--- config.mk ---
export PLATFORM = sky130hd
export DESIGN_NAME = ab_seq_gen
export DESIGN_NICKNAME = d
export VERILOG_FILES = /design/src/rtl/ab_seq_gen_pkg.sv /design/src/rtl/ab_seq_gen_hold_timer.sv /design/src/rtl/ab_seq_gen.sv
export SDC_FILE = /design/constraint.sdc
export NUM_CORES = 1
export LEC_CHECK = 0
export BUFFER_PORTS_ARGS = -buffer_cell sky130_fd_sc_hd__buf_2
export CORE_MARGIN = 2
export CORE_UTILIZATION = 40
export CTS_BUF_LIST = sky130_fd_sc_hd__clkbuf_8
export CTS_CLUSTER_DIAMETER = 150
export CTS_CLUSTER_SIZE = 25
export DETAILED_ROUTE_END_ITERATION = 8
export GPL_TIMING_DRIVEN = 0
export PLACE_DENSITY = 0.61
export SETUP_SLACK_MARGIN = 0.1
export SYNTH_ARGS = -nofsm -noshare
export SYNTH_HDL_FRONTEND = slang
export SYNTH_SLANG_ARGS = --single-unit
--- constraint.sdc ---
create_clock -name clk -period 2 [get_ports clk]
set_input_delay 0.1 -clock clk [delete_from_list [all_inputs] [get_ports clk]]
set_output_delay 0.1 -clock clk [all_outputs]
set_load 0.01 [all_outputs]
--- src/rtl/ab_seq_gen_pkg.sv ---
// Shared encodings for the (a, b) stimulus sequencer.
package ab_seq_pkg;

  typedef enum logic [1:0] {
    ST_IDLE = 2'd0,
    ST_RUN  = 2'd1,
    ST_DONE = 2'd2
  } state_t;

  localparam logic [1:0] STEP_00   = 2'd0;
  localparam logic [1:0] STEP_01   = 2'd1;
  localparam logic [1:0] STEP_10   = 2'd2;
  localparam logic [1:0] STEP_11   = 2'd3;
  localparam logic [1:0] LAST_STEP = 2'd3;

endpackage

--- src/rtl/ab_seq_gen_hold_timer.sv ---
// Hold counter for one sequencer step; last flags the final cycle of a step of length len.
module hold_timer #(
  parameter int CNT_W = 8
) (
  input  logic             clk,
  input  logic             rst_n,
  input  logic             clr,
  input  logic             en,
  input  logic [CNT_W-1:0] len,
  output logic [CNT_W-1:0] cnt,
  output logic             last
);

  logic [CNT_W-1:0] len_m1;

  assign len_m1 = len - CNT_W'(1);
  assign last   = (cnt == len_m1);

  always_ff @(posedge clk or negedge rst_n) begin
    if (!rst_n)   cnt <= '0;
    else if (clr) cnt <= '0;
    else if (en)  cnt <= cnt + CNT_W'(1);
  end

endmodule

--- src/rtl/ab_seq_gen.sv ---
// Steps (a, b) through 00, 01, 10, 11 with programmable per-step hold; all outputs registered.
module ab_seq_gen
  import ab_seq_pkg::*;
#(
  parameter int HOLD_CYCLES      = 5,
  parameter int LAST_HOLD_CYCLES = 10,
  parameter int CNT_W            = 8
) (
  input  logic       clk,
  input  logic       rst_n,
  input  logic       start,
  input  logic       loop_en,
  input  logic       pause,
  output logic       a,
  output logic       b,
  output logic [1:0] step_idx,
  output logic       step_strobe,
  output logic       busy,
  output logic       done
);

  localparam longint MAX_HOLD = (64'd1 << CNT_W) - 64'd1;

  if (HOLD_CYCLES < 1 || longint'(HOLD_CYCLES) > MAX_HOLD) begin : g_bad_hold
    $error("ab_seq_gen: HOLD_CYCLES out of range for CNT_W");
  end
  if (LAST_HOLD_CYCLES < 1 || longint'(LAST_HOLD_CYCLES) > MAX_HOLD) begin : g_bad_last
    $error("ab_seq_gen: LAST_HOLD_CYCLES out of range for CNT_W");
  end

  state_t           state_q, state_d;
  logic [1:0]       step_d;
  logic             strobe_d, busy_d, done_d, a_d, b_d;
  logic [CNT_W-1:0] len, hold_cnt;
  logic             last, run_go, advance, clr;
  logic             unused_cnt;

  assign len     = (step_idx == LAST_STEP) ? CNT_W'(LAST_HOLD_CYCLES) : CNT_W'(HOLD_CYCLES);
  assign run_go  = (state_q == ST_RUN) && !pause;
  assign advance = run_go && last;
  // Counter is held at zero outside RUN so every step starts from a clean count.
  assign clr     = (state_q != ST_RUN) || advance;
  assign unused_cnt = ^hold_cnt;

  hold_timer #(.CNT_W(CNT_W)) u_timer (
    .clk   (clk),
    .rst_n (rst_n),
    .clr   (clr),
    .en    (run_go),
    .len   (len),
    .cnt   (hold_cnt),
    .last  (last)
  );

  always_comb begin
    state_d  = state_q;
    step_d   = step_idx;
    strobe_d = 1'b0;
    busy_d   = busy;
    done_d   = 1'b0;
    unique case (state_q)
      ST_IDLE: if (start) begin
        state_d  = ST_RUN;
        step_d   = STEP_00;
        strobe_d = 1'b1;
        busy_d   = 1'b1;
      end
      ST_RUN: if (advance) begin
        if (step_idx != LAST_STEP) begin
          step_d   = step_idx + 2'd1;
          strobe_d = 1'b1;
        end else if (loop_en) begin
          step_d   = STEP_00;
          strobe_d = 1'b1;
        end else begin
          state_d = ST_DONE;
          step_d  = STEP_00;
          busy_d  = 1'b0;
          done_d  = 1'b1;
        end
      end
      ST_DONE: begin
        state_d = ST_IDLE;
        step_d  = STEP_00;
        busy_d  = 1'b0;
      end
      default: begin
        state_d = ST_IDLE;
        step_d  = STEP_00;
        busy_d  = 1'b0;
      end
    endcase
    a_d = busy_d & step_d[1];
    b_d = busy_d & step_d[0];
  end

  always_ff @(posedge clk or negedge rst_n) begin
    if (!rst_n) begin
      state_q     <= ST_IDLE;
      step_idx    <= STEP_00;
      step_strobe <= 1'b0;
      busy        <= 1'b0;
      done        <= 1'b0;
      a           <= 1'b0;
      b           <= 1'b0;
    end else begin
      state_q     <= state_d;
      step_idx    <= step_d;
      step_strobe <= strobe_d;
      busy        <= busy_d;
      done        <= done_d;
      a           <= a_d;
      b           <= b_d;
    end
  end

endmodule

Word level (Yosys, flattened, before mapping)

Cells that the tools add are included.

Register bits: 17
Input bits: 5
Output and inout bits: 7
Word-level logic and storage cells: 55

Add/sub/neg operators: 3
Equal/unequal tests: 9
Multiplexer cells: 26
Bitwise gates (word level): 2
Reduce and logical (&&, ||, !) cells: 7

Operators by type and width:

| kind                                              | count |
|---|---|
| two-way mux 8 bit                                 | 2 |
| two-way mux 2 bit                                 | 7 |
| two-way mux 1 bit                                 | 12 |
| != test 2 bit (second input constant)             | 5 |
| adder 8 x 1 -> 8 bit (second input constant)      | 1 |
| == test 8 bit                                     | 1 |
| one-hot mux 2 bit (2 select lines)                | 2 |
| subtractor 4 x 1 -> 5 bit (second input constant) | 1 |
| two-way mux 4 bit                                 | 1 |
| one-hot mux 1 bit (2 select lines)                | 2 |
| AND reduction 4 bit                               | 1 |
| adder 2 x 1 -> 2 bit (second input constant)      | 1 |
| bitwise AND 1 bit                                 | 2 |
| == test 2 x 1 -> 1 bit (second input constant)    | 1 |
| == test 2 bit (second input constant)             | 1 |
| logical AND 1 bit                                 | 2 |
| logical NOT 2 bit                                 | 1 |
| != test 2 x 1 -> 1 bit (second input constant)    | 1 |
| nonzero test 2 bit                                | 1 |
| logical NOT 1 bit                                 | 1 |
| logical OR 1 bit                                  | 1 |

Depth between registers and ports, before layout

Depth after elaboration: 8
Depth in mapped cells: 5
Gate-level depth less buffers: 5

Hierarchy

From an unflattened synthesis, not the netlist that was laid out.

Cell total of the unflattened synthesis: 108
Area, all modules: 1071.0 µm²

By module, submodules not included:

| module     | instances | cells an instance | area an instance (µm²) | seq. area each (µm²) |
|---|---|---|---|---|
| hold_timer | 1         | 70                | 633.1                  | 200.2 |
| ab_seq_gen | 1         | 38                | 437.9                  | 225.2 |

Worst setup path after synthesis

No wires, ideal clock.

Path type: reg-to-reg
Start point: register step_idx[0]
End point: register b
Arrival: 1.659 ns
Data required time: 1.904 ns
Setup slack: 0.245 ns
Stages on the path, launching flop included: 6
Path buffers: 0
Period minus slack after synthesis: 1.755 ns
Cells stage by stage: dfrtp_1 -> ha_1 -> and3_4 -> o2111a_2 -> a311o_1 -> a311oi_2

Cells in the longest elaborated chain, start to end: 8

Ends and longest elaborated chain:

| what                                                                                     | RTL line                    | RTL |
|---|---|---|
| from (decl)                                                                              | ab_seq_gen.sv:16            | `output logic [1:0] step_idx,` |
| from (signal assigned)                                                                   | ab_seq_gen.sv:108           | `step_idx <= step_d;` |
| == test 2 bit                                                                            | ab_seq_gen.sv:38            | `assign len = (step_idx == LAST_STEP) ? CNT_W'(LAST_HOLD_CYCLES) : CNT_W'(HOLD_CYCLES);` |
| two-way mux 4 bit                                                                        | ab_seq_gen.sv:38            |  |
| subtractor 4 x 1 -> 5 bit                                                                | ab_seq_gen_hold_timer.sv:16 | `assign len_m1 = len - CNT_W'(1);` |
| == test 8 bit                                                                            | ab_seq_gen_hold_timer.sv:17 | `assign last = (cnt == len_m1);` |
| logical AND 1 bit                                                                        | ab_seq_gen.sv:40            | `assign advance = run_go && last;` |
| two-way mux 1 bit or two-way mux 2 bit (tied branches)                                   | ab_seq_gen.sv:68            | `ST_RUN: if (advance) begin` |
| one-hot mux 1 bit (2 select lines) or one-hot mux 2 bit (2 select lines) (tied branches) | ab_seq_gen.sv:61            | `unique case (state_q)` |
| bitwise AND 1 bit (*)                                                                    | ab_seq_gen.sv:94            | `b_d = busy_d & step_d[0];` |
| net b_d                                                                                  | ab_seq_gen.sv:33            | `logic strobe_d, busy_d, done_d, a_d, b_d;` |
| to (signal assigned)                                                                     | ab_seq_gen.sv:105           | `b <= 1'b0;` |
| to (signal assigned)                                                                     | ab_seq_gen.sv:113           | `b <= b_d;` |
| to (decl)                                                                                | ab_seq_gen.sv:15            | `output logic b,` |

The timed path passes the listed nets; every way through them passes the cells marked *.
A chain may end at the register's enable or synchronous reset.

Worst setup path in the final report

Start point: register step_idx[1]
End point: register a

Cells in the longest elaborated chain, start to end: 8

Ends and longest elaborated chain:

| what                                                                                     | RTL line                    | RTL |
|---|---|---|
| == test 2 bit                                                                            | ab_seq_gen.sv:38            |  |
| two-way mux 4 bit                                                                        | ab_seq_gen.sv:38            |  |
| subtractor 4 x 1 -> 5 bit                                                                | ab_seq_gen_hold_timer.sv:16 |  |
| == test 8 bit                                                                            | ab_seq_gen_hold_timer.sv:17 |  |
| logical AND 1 bit                                                                        | ab_seq_gen.sv:40            |  |
| two-way mux 1 bit or two-way mux 2 bit (tied branches)                                   | ab_seq_gen.sv:68            |  |
| one-hot mux 1 bit (2 select lines) or one-hot mux 2 bit (2 select lines) (tied branches) | ab_seq_gen.sv:61            |  |
| bitwise AND 1 bit (*)                                                                    | ab_seq_gen.sv:93            | `a_d = busy_d & step_d[1];` |
| net a_d                                                                                  | ab_seq_gen.sv:33            |  |
| to (signal assigned)                                                                     | ab_seq_gen.sv:104           | `a <= 1'b0;` |
| to (signal assigned)                                                                     | ab_seq_gen.sv:112           | `a <= a_d;` |
| to (decl)                                                                                | ab_seq_gen.sv:14            | `output logic a,` |

Marked as above.

==> metrics.md <==
| Metric | Value |
|---|---|
| Worst r2r src | step_idx[1] |
| Post-Syn Nets | between 80 and 90 |
| WP buf/inv | 1 |
| CP startpoint kind | flip-flop |
| Cell area after layout | 0.00109 sq mm |
| Simple-gate area share of the yosys netlist | 0.215 |
| Average cell area after synthesis | between 10 and 15 sq um |
| Post-layout util | 0.544 |
| IO Port Bufs | 10 |
| Synth warn | 0 |
| Crit path time final | 1840 ps |
| Number of global-route vias before repair | 656 |
| Mux share of post-synthesis cell area | 0 |
| Total GRT Usage | 0.163 |
| Final HPWL DP | 1.23 mm |
| Critical path endpoint category | flip-flop |
| Delay-heaviest family, CP | compound AO/OA/AOI/OAI gates |
| DRT Wirelength | around 1.8 mm |
| Reg-to-reg endpoint | a |
| Max Clock Freq | 544 MHz |
| Yosys reg bits | 17 |
| Crit-path max FO | 4 |
| Placer congestion estimate | 0.826 |
| CTS clock-pin slew for the worst setup and hold paths | 60 ps |
| RSZ-0062 raised after global routing | false |
| Layout net count | 111 |
| Synth cell types | 34 |
| Antenna violations before repair | 0 |
| Clk_lat worst skew | 250 ps |
| Synth Cell Area | approximately 870 sq um |
| Max-cap viol count | 0 |
| Rel. slew slack | 0.732 |
| Die Y | 50.7 um |
| Slowest cell on crit path | dfrtp_1 |
| Drt wl/cell | between 10 and 15 um |
| Worst-Margin Slew | roughly 400 ps |
| Synth Area in Compound Gates | 0.183 |
| H-tree Lvls | 1 |
| Crit path arrival time | around 2000 ps |
| Reg2Reg Setup Slack | 160 ps |
| Worst Hold Class | primary input to flip-flop |
| Initial core utilization | 0.436 |
| Die area | 0.00257 sq mm |
| Diode count | 0 |
| Slowest stage delay, CP | 430 ps |
| Final Power | 1.43 mW |
| Placed Cells | 119 |
| Remaining antenna violation count | 0 |
| Post-Syn Instances | 82 |
| Skew final | about 1.9 ps |
| Dominant synthesized flop cell | dfrtp_1 |
| Xor/xnor share of the synthesized area | 0.0602 |
| Fill count | 191 |
| Fin. Hold Viols | 0 |
| Remaining DRCs | 0 |
| CTS tree | built |
| Setup crit end | a |
| Largest family of logic cells by synthesized area | simple AND/OR/NAND/NOR gates |
| Dpl cell area | 957 sq um |
| Register area | 427 sq um |
| Cell area power density | 1310 mW/mm^2 |
| 1st-pass router iterations | 4 |
| Worst path depth | 6 |
| Drt via density | 5.21 |
| Reg2Reg Depth | 6 |
| Std-Cell Rows | 16 |
| Crit share post-route | 0.919 |
| Clk buf depth | 2 |
| Crit path cell chain | ha_4 > and3_4 > o2111a_2 > a311o_1 > buf_4 > a211oi_2 |
| IO Pins | 12 |
| Status | finished clean |
| Lkg Pwr | around 0.49 nW |
| Largest net degree at the start of global routing | 18 |
| Post-Route Setup TNS | 0 ps |
| Initial detailed-routing violation count | 4 |
| First-pass GRT wire length | 3.07 mm |
| VDD IR max | 0.791 mV |
| Non-filler cells in the finished layout | 130 |
| Setup Viol. Count Final | 0 |
| EDFF count, synth | 0 |
| CTS sink count | 17 |
| Slew Viols, Final | 0 |
| Layout cells sized above 1 | 0.311 |
| Total grt overflow | 0 |
| Root Buffer | clkbuf_8 |
| Footprint of the multi-input gates | 443 sq um |
| Post-Synth Adder-Cell Area | 0.0287 |
| CTS Buf Count | 3 |
| Chip Width | 50.7 um |
| Post-synth ARST share | 1.00 |
| Area growth, synth to finish | 24.6% |
| Required @ worst endpoint | approximately 2200 ps |
| Vias | roughly 680 |
| CORE AREA | 0.00200 sq mm |
| Critical Path Start | step_idx[1] |
| CP Class | flip-flop to flip-flop |
| Seq/Total Area, Yosys | 0.487 |
[worst min-delay path: stages]
cell and delay [ps]:
buf_6 110, nand2_1 60, a21oi_1 60
[what timing repair did]
item / CTS / global route
pin swaps: 1 / 4
endpoints found under the setup margin: 2 / 10
hold buffers: 1 / 0
endpoints found under the hold margin: 17 / 0
resized for setup: 0 / 4
buffers inserted: 2 / 4
[worst min path at each step]
stage | cells after the start | end | from | slack, ps
detailed placement | 1 | u_timer.cnt[7] | rst_n | 40
CTS | 3 | u_timer.cnt[1] | pause | 130
global route | 3 | u_timer.cnt[0] | pause | 130
floorplan | 0 | a | rst_n | -200
finish | 3 | u_timer.cnt[1] | pause | 130
global placement | 1 | u_timer.cnt[7] | rst_n | 40
[flip-flops by register name, indices dropped and copies added (netlist names)]
signal and cells:
step_strobe 1, state_q 2, b 1, u_timer.cnt 8, step_idx 2, done 1
busy 1, a 1
[power by group]
part / internal [mW] / total, mW / leakage, nW / switching [mW]
registers: 0.445 / 0.553 / 0.215 / 0.108
logic: 0.323 / 0.630 / 0.250 / 0.307
clock network: 0.136 / 0.247 / 0.0269 / 0.111
total: 0.904 / 1.43 / 0.492 / 0.526
[kinds of logic after synthesis]
| group | count (synthesis) |
|---|---|
| adders and majority gates | 2 |
| AOI/OAI and AO/OA | 19 |
| DFF | 17 |
| and+or+nand+nor | 34 |
| xor gates and xnor gates | 6 |
| buffers and inverters | 4 |
[synth_stat cells (2+ instances only)]
master	n	area, sq um
ha_1	2	25.0
nand2_1	6	22.5
xor2_1	5	43.8
dfrtp_1	17	425
a21oi_1	6	30.0
nor2_1	11	41.3
inv_1	3	11.3
nand3_1	4	20.0
nand2b_1	2	12.5
nor3b_1	2	15.0
[metal layers]
metal / vias up / part of all wire / global-route usage
li1: 336 / - / -
met2: 16 / 0.46 / 0.252
met5: - / 0 / 0
met4: 0 / 0.0061 / 0.0315
met1: 323 / 0.49 / 0.218
met3: 2 / 0.044 / 0.0625
[through the flow]
step                hold WS (ps)  setup WS (ps)
global placement            38.7            132
global route                 127           94.4
floorplan                   -196            245
detailed placement          43.3            109
finish                       127            163
CTS                          126            118
[placed cells by master, fill, tap and decap left out, drive strengths merged, types with 2 or more instances in the layout]
| cell | netlist | final |
|---|---|---|
| nand2b | 2 | 2 |
| buf | 1 | 17 |
| dfrtp | 17 | 17 |
| nor3b | 2 | 2 |
| a311oi | 2 | 2 |
| nand2 | 6 | 6 |
| a21oi | 6 | 6 |
| ha | 2 | 2 |
| inv | 3 | 4 |
| xor2 | 5 | 5 |
| a211oi | 2 | 2 |
| nor2 | 11 | 11 |
| nand3 | 4 | 4 |
| and3 | 2 | 2 |
| and2b | 2 | 2 |
| clkbuf | 0 | 3 |
[final cells by class]
type,instances,share of cell area
clock buffer,3,0.0379
sequential,17,0.392
buffer,1,0.0103
tap,27,0.0310
timing repair buffer,17,0.108
inverter,3,0.0103
multi-input combinational,61,0.407
clock inverter,1,0.00345
No activity file was read; power rests on OpenSTA's default activity.
